[src/rtl/iterative_shift_unit_if.sv]
// Request/response bundle for iterative_shift_unit: a valid/ready request channel
// and a valid/ready result channel. shift_type carries the 2-bit ALU shift encoding.
interface iterative_shift_unit_if #(
  parameter int N = 32
);
  localparam int SW = $clog2(N);

  logic          in_valid;
  logic          in_ready;
  logic [N-1:0]  a;
  logic [SW-1:0] shamt;
  logic [1:0]    shift_type;
  logic          out_valid;
  logic          out_ready;
  logic [N-1:0]  r;
  logic          busy;

  modport master (
    output in_valid, a, shamt, shift_type, out_ready,
    input  in_ready, out_valid, r, busy
  );

  modport slave (
    input  in_valid, a, shamt, shift_type, out_ready,
    output in_ready, out_valid, r, busy
  );
endinterface

[src/rtl/iterative_shift_unit.sv]
// Multi-cycle shifter: STEP bits per cycle, encoding 00 SRL, 10 SRA, 01 SLL, 11 ROR.
// Macro SHIFT_ROTATE_EN enables rotate-right; without it type 11 passes the operand through.
module iterative_shift_unit #(
  parameter int N    = 32,
  parameter int STEP = 1
) (
  input  logic                  clk,
  input  logic                  rst,
  iterative_shift_unit_if.slave bus
);
  localparam int SW = $clog2(N);

  typedef enum logic [1:0] {
    IDLE  = 2'd0,
    SHIFT = 2'd1,
    DONE  = 2'd2
  } state_t;

  state_t        state;
  logic [SW-1:0] rem;
  logic [1:0]    op;
  logic [N-1:0]  r_q;
  logic          out_valid_q;
  logic          busy_q;
  logic [SW-1:0] k;
  logic          pass;

  function automatic logic [N-1:0] step_shift(input logic [N-1:0] v,
                                              input logic [1:0]   t,
                                              input logic [SW-1:0] amt);
    logic signed [N-1:0] sv;
    sv = $signed(v);
    case (t)
      2'b00:   step_shift = v >> amt;
      2'b10:   step_shift = sv >>> amt;
      2'b01:   step_shift = v << amt;
`ifdef SHIFT_ROTATE_EN
      default: step_shift = (v >> amt) | (v << (N - int'(amt)));
`else
      default: step_shift = v;
`endif
    endcase
  endfunction

`ifdef SHIFT_ROTATE_EN
  assign pass = 1'b0;
`else
  assign pass = (bus.shift_type == 2'b11);
`endif

  // Last step may be shorter than STEP when the amount is not a multiple of it.
  assign k = (rem < SW'(STEP)) ? rem : SW'(STEP);

  assign bus.in_ready  = !rst && (state == IDLE);
  assign bus.out_valid = out_valid_q;
  assign bus.r         = r_q;
  assign bus.busy      = busy_q;

  always_ff @(posedge clk) begin
    if (rst) begin
      state       <= IDLE;
      rem         <= '0;
      op          <= 2'b00;
      r_q         <= '0;
      out_valid_q <= 1'b0;
      busy_q      <= 1'b0;
    end else begin
      case (state)
        IDLE: begin
          if (bus.in_valid) begin
            r_q    <= bus.a;
            op     <= bus.shift_type;
            busy_q <= 1'b1;
            if (bus.shamt == '0 || pass) begin
              rem         <= '0;
              state       <= DONE;
              out_valid_q <= 1'b1;
            end else begin
              rem   <= bus.shamt;
              state <= SHIFT;
            end
          end
        end
        SHIFT: begin
          r_q <= step_shift(r_q, op, k);
          rem <= rem - k;
          if (rem == k) begin
            state       <= DONE;
            out_valid_q <= 1'b1;
          end
        end
        DONE: begin
          if (bus.out_ready) begin
            state       <= IDLE;
            out_valid_q <= 1'b0;
            busy_q      <= 1'b0;
          end
        end
        default: begin
          state       <= IDLE;
          out_valid_q <= 1'b0;
          busy_q      <= 1'b0;
        end
      endcase
    end
  end
endmodule

[src/flat_wrapper.sv]
// flat-port wrapper written by rule: the top's interface ports become plain ports
module iterative_shift_unit_flat 
#(
  parameter int N    = 32,
  parameter int STEP = 1
)
  (clk, rst, bus_in_valid, bus_a, bus_shamt, bus_shift_type, bus_out_ready, bus_in_ready, bus_out_valid, bus_r, bus_busy);
  iterative_shift_unit_if #(.N(N)) bus_i ();
  input  logic clk;
  input  logic rst;
  input wire logic [$bits(bus_i.in_valid)-1:0] bus_in_valid;
  input wire logic [$bits(bus_i.a)-1:0] bus_a;
  input wire logic [$bits(bus_i.shamt)-1:0] bus_shamt;
  input wire logic [$bits(bus_i.shift_type)-1:0] bus_shift_type;
  input wire logic [$bits(bus_i.out_ready)-1:0] bus_out_ready;
  output wire logic [$bits(bus_i.in_ready)-1:0] bus_in_ready;
  output wire logic [$bits(bus_i.out_valid)-1:0] bus_out_valid;
  output wire logic [$bits(bus_i.r)-1:0] bus_r;
  output wire logic [$bits(bus_i.busy)-1:0] bus_busy;
  assign bus_i.in_valid = bus_in_valid;
  assign bus_i.a = bus_a;
  assign bus_i.shamt = bus_shamt;
  assign bus_i.shift_type = bus_shift_type;
  assign bus_i.out_ready = bus_out_ready;
  assign bus_in_ready = bus_i.in_ready;
  assign bus_out_valid = bus_i.out_valid;
  assign bus_r = bus_i.r;
  assign bus_busy = bus_i.busy;
  iterative_shift_unit #(.N(N), .STEP(STEP)) u_core (.clk(clk), .rst(rst), .bus(bus_i));
endmodule
[config.mk]
export PLATFORM = sky130hd
export DESIGN_NAME = iterative_shift_unit_flat
export DESIGN_NICKNAME = d
export VERILOG_FILES = /design/src/rtl/iterative_shift_unit_if.sv /design/src/rtl/iterative_shift_unit.sv /design/src/flat_wrapper.sv
export SDC_FILE = /design/constraint.sdc
export NUM_CORES = 1
export LEC_CHECK = 0
export ABC_AREA = 1
export CORE_MARGIN = 2
export CORE_UTILIZATION = 54
export CTS_CLUSTER_DIAMETER = 40
export DETAILED_ROUTE_END_ITERATION = 6
export PLACE_DENSITY = 0.86
export RECOVER_POWER = 25
export SYNTH_ARGS = -nofsm -noshare
export SYNTH_HDL_FRONTEND = slang
export SYNTH_SLANG_ARGS = --single-unit
[constraint.sdc]
create_clock -name clk -period 3.1 [get_ports clk]
set_input_delay 0.93 -clock clk [delete_from_list [all_inputs] [get_ports clk]]
set_output_delay 0.93 -clock clk [all_outputs]
set_load 0.01 [all_outputs]
# Word-level counts from Yosys, hierarchy flattened
# Cells that the tools add are included.
# op_classes
add_sub_neg	1
order_cmp	1
eq_ne	11
shifts	3
mux	19
bitwise	1
reduce_logical	13
# ops
op	n
$pmux W32 S3	1
$pmux W32 S2	1
$mux W32	1
$shl A32 B5 Y32	1
$shr A32 B5 Y32	1
$sshr A32 B5 Y32	1
$mux W5	3
$pmux W5 S2	1
$reduce_and A3 Y1	3
$mux W2	4
$eq A2 B2 Y1 const B	3
$ne A2 B2 Y1 const B	3
$pmux W1 S3	2
$pmux W2 S3	1
$eq A5 B5 Y1	1
$logic_not A5 Y1	1
$lt A5 B1 Y1 const B	1
$mux W1	5
$sub A5 B5 Y5	1
$eq A2 B1 Y1 const B	2
$logic_not A2 Y1	2
$ne A4 B4 Y1 const B	1
$reduce_and A2 Y1	2
$reduce_and A4 Y1	1
other kinds (6)	6
# word_totals
reg_bits	43
in_bits	43
output_inout_bits	35
wordCells	55

# Depth between registers and ports, before layout
# depth
ltp_word	5
mapped_depth	10
ltp_nobuf	10

# Worst setup path after synthesis
# Ideal clock, no wire load.
# synth_path
kind	input to output
startpoint	input port rst
endpoint	output port bus_in_ready
arrival_time_ns	1.099
required_ns	2.170
path_slack_ns	1.071
path_stages	1
path_buffers	0
path_cell_list	nor2_1
# synth_between
elab_chain_cells	2
# synth_lines
item	line	source
start, declared	flat_wrapper.sv:10	input logic rst;
$logic_not A1 Y1	iterative_shift_unit.sv:54	assign bus.in_ready = !rst && (state == IDLE);
$logic_and A1 B1 Y1	iterative_shift_unit.sv:54	
end, declared	flat_wrapper.sv:16	output wire logic [$bits(bus_i.in_ready)-1:0] bus_in_ready;
# Every way passes these cells.

# Worst setup path in the final report
# Same ends and word-level chain as after synthesis.

==> impl_metrics.yaml <==
critical_path:
  path_max_fanout: 2
  startpoint_type: "input port"
  arrival_ps: 2020
  worstSetupEndpointType: "output port"
  required_ps: 2170
  crit_type: "in2out"
clock_tree:
  cts_made_buffers: 5
  root_buffer: "clkbuf_8"
  ctsHoldBuffers: 0
  cts_tree: "built"
  path_clk_slew_ps: 80
  htree_levels: 2
  clkLatencyLatePin_ps: 300
  cts_setup_buffers: 0
  cts_buffer_depth: 2
  cts.sinks: 43
  postCtsResizedCells: 0
timing:
  finClkSkew_ps: 3.72
  setup_viol: 0
  tns_ps: 0
  hold_viol: 0
  slew_violations: 0
  layout_setup_ws_ps: 153
  fmax_mhz: 339
  tightest_slew_ps: 1070
  fin_crit_sh_pct: 95.1
  max_slew_margin_pct: 28.7
  fin_crit_ps: 2950
  rsz0062_at_grt: "no"
yosys:
  ys_types: 26
  synth_nets: 602
  syn_area_sq_um: 3170
  synthCells: 555
  syn-mean-instance-area_sq_um: 5.71
  yosys_register_bits: 43
  seq_area_frac_synth_pct: 27.2
  synth_warnings: 0
global_routing:
  grt_max_degree: 65
  grt_overflow: 0
  antenna_found_initial: 0
  grt_pass1_vias: 3034
  grt_usage_pct: 24.3
  grt_pass1_wl_microns: 12800
cells_and_area:
  fin_nets: 663
  fin_util_pct: 71.1
  antenna_cells: 0
  post_route_cells_drive_above_1_share_pct: 6.00
  design_area_sq_um: 3960
  multi_input_area_sq_um: 1900
  syn_to_final_growth_pct: 24.9
  seq_area_sq_um: 861
  nFillCells: 504
  layout.cells.non_filler: 689
routing:
  wl_per_cell_microns: 11.2
  drc_errors: 0
  routed_wl_microns: 7750
  routed_via_density: 5.07
  drtIter0Drc: 212
  drtPass1Iterations: 5
  vias: 3493
  drt.antenna.violating_nets: 0
floorplanning:
  fp.dieW_microns: 80.6
  coreArea_sq_um: 5570
  ios: 78
  rows: 27
  die_h_microns: 80.6
  start_util_pct: 56.9
  die_area_sq_um: 6500
placement:
  port_buffers: 77
  dp.final_hpwl_microns: 5390
  gp_congestion: 0.866
  dp.cells: 681
  post-place-ws_ps: 131
  placed_cell_area_sq_um: 3870
run:
  cap_violations: 0
power_and_ir_drop:
  power_density_nw_per_um2: 863
  ir_drop_uv: 454
  power.leakage_nw: 1.91
min_path:
  hold_path_class: "reg2reg"
run_status:
  status: "completed"
layout make-up:
class	instances	share of cell area, %
flip-flops and latches	43	21.7
inverters	53	5.02
well taps	72	2.27
repair buffers	84	20.6
multi-input cells	429	47.9
clock buffers	8	2.53
cell usage in the layout, fill, tap and decap left out:
cell	count
clkdlybuf4s50_1	68
nand3_2	1
nand2_4	1
dlygate4sd3_1	9
nand2_2	1
a31oi_1	1
a21oi_1	53
nand3b_1	2
dfxtp_1	43
nor2_1	78
a21boi_0	1
nand2_1	241
clkinv_1	1
o22ai_1	1
a21oi_2	20
inv_1	52
buf_4	5
clkbuf_8	7
clkbuf_1	3
nand4_1	4
o21ai_0	6
a211oi_1	1
ha_1	4
nor2_4	2
nand3_1	12
sequential cells by signal, summed over array words and instances (netlist names):
register / cells
u_core.bus.busy: 1
u_core.rem: 5
u_core.bus.out_valid: 1
u_core.bus.r: 32
u_core.state: 2
u_core.op: 2
cell usage after synthesis:
library cell	number	area, sq um
buf_2	4	20.0
nand2_1	241	905
clkinv_1	1	3.75
o22ai_1	1	6.26
clkbuf_1	9	33.8
nor2_4	2	22.5
nand4_1	4	25.0
inv_1	52	195
clkbuf_8	3	41.3
nand3_2	1	10.0
a21oi_1	53	265
dfxtp_1	43	861
ha_1	4	50.1
a31oi_1	1	6.26
buf_6	5	56.3
nor2_1	78	293
buf_4	8	60.1
nand3b_1	2	15.0
o21ai_0	6	30.0
nand3_1	12	60.1
a21boi_0	1	7.51
buf_1	1	3.75
nand2_4	1	11.3
a211oi_1	1	7.51
a21oi_2	20	175
nand2_2	1	6.26
power by group:
part | switching, W | leakage (nW) | internal, W
sequential | 0.000134 | 0.357 | 0.000722
clock | 0.000201 | 0.0515 | 0.000204
combinational | 0.00133 | 1.50 | 0.000831
total | 0.00166 | 1.91 | 0.00176
critical path, stage by stage:
cell	delay, ps
clkdlybuf4s50_1	430
nor2_1	120
clkdlybuf4s50_1	540
worst paths after layout:
check             slack, ps                  from  depth (start not counted)                    to
setup / recovery        150                   rst                          3          bus_in_ready
hold / removal          450  u_core.bus.out_valid                          2  u_core.bus.out_valid
setup reg to reg       1100          u_core.op[0]                          8       u_core.bus.r[0]
hold reg to reg         450  u_core.bus.out_valid                          2  u_core.bus.out_valid
per-layer routing:
layer	part of all wire [%]	GRT usage (%)	up-vias	wire length (microns)
li1	-	-	1826	-
met1	46	32.0	1567	3600
met2	47	41.4	95	3680
met3	5.4	3.93	5	422
met4	0.72	6.10	0	56
met5	0	0	-	0
cell families (layout without fill, tap and decap cells):
kind of cell / Yosys count / count (layout) / share of synthesized area (%)
simple gates: 342 / 342 / 42.5
compound gates: 83 / 83 / 15.7
flops: 43 / 43 / 27.2
fa+ha+maj: 4 / 4 / 1.58
buf+inv: 83 / 145 / 13.1
stage by stage:
step,hold WS [ps],power [W]
final,453,0.00342
after global placement,441,0.00298
after detailed placement,443,0.00303
after floorplan,474,0.00254
after global routing,518,0.00379
after CTS,456,0.00345
(Power assumes the default switching activity.)
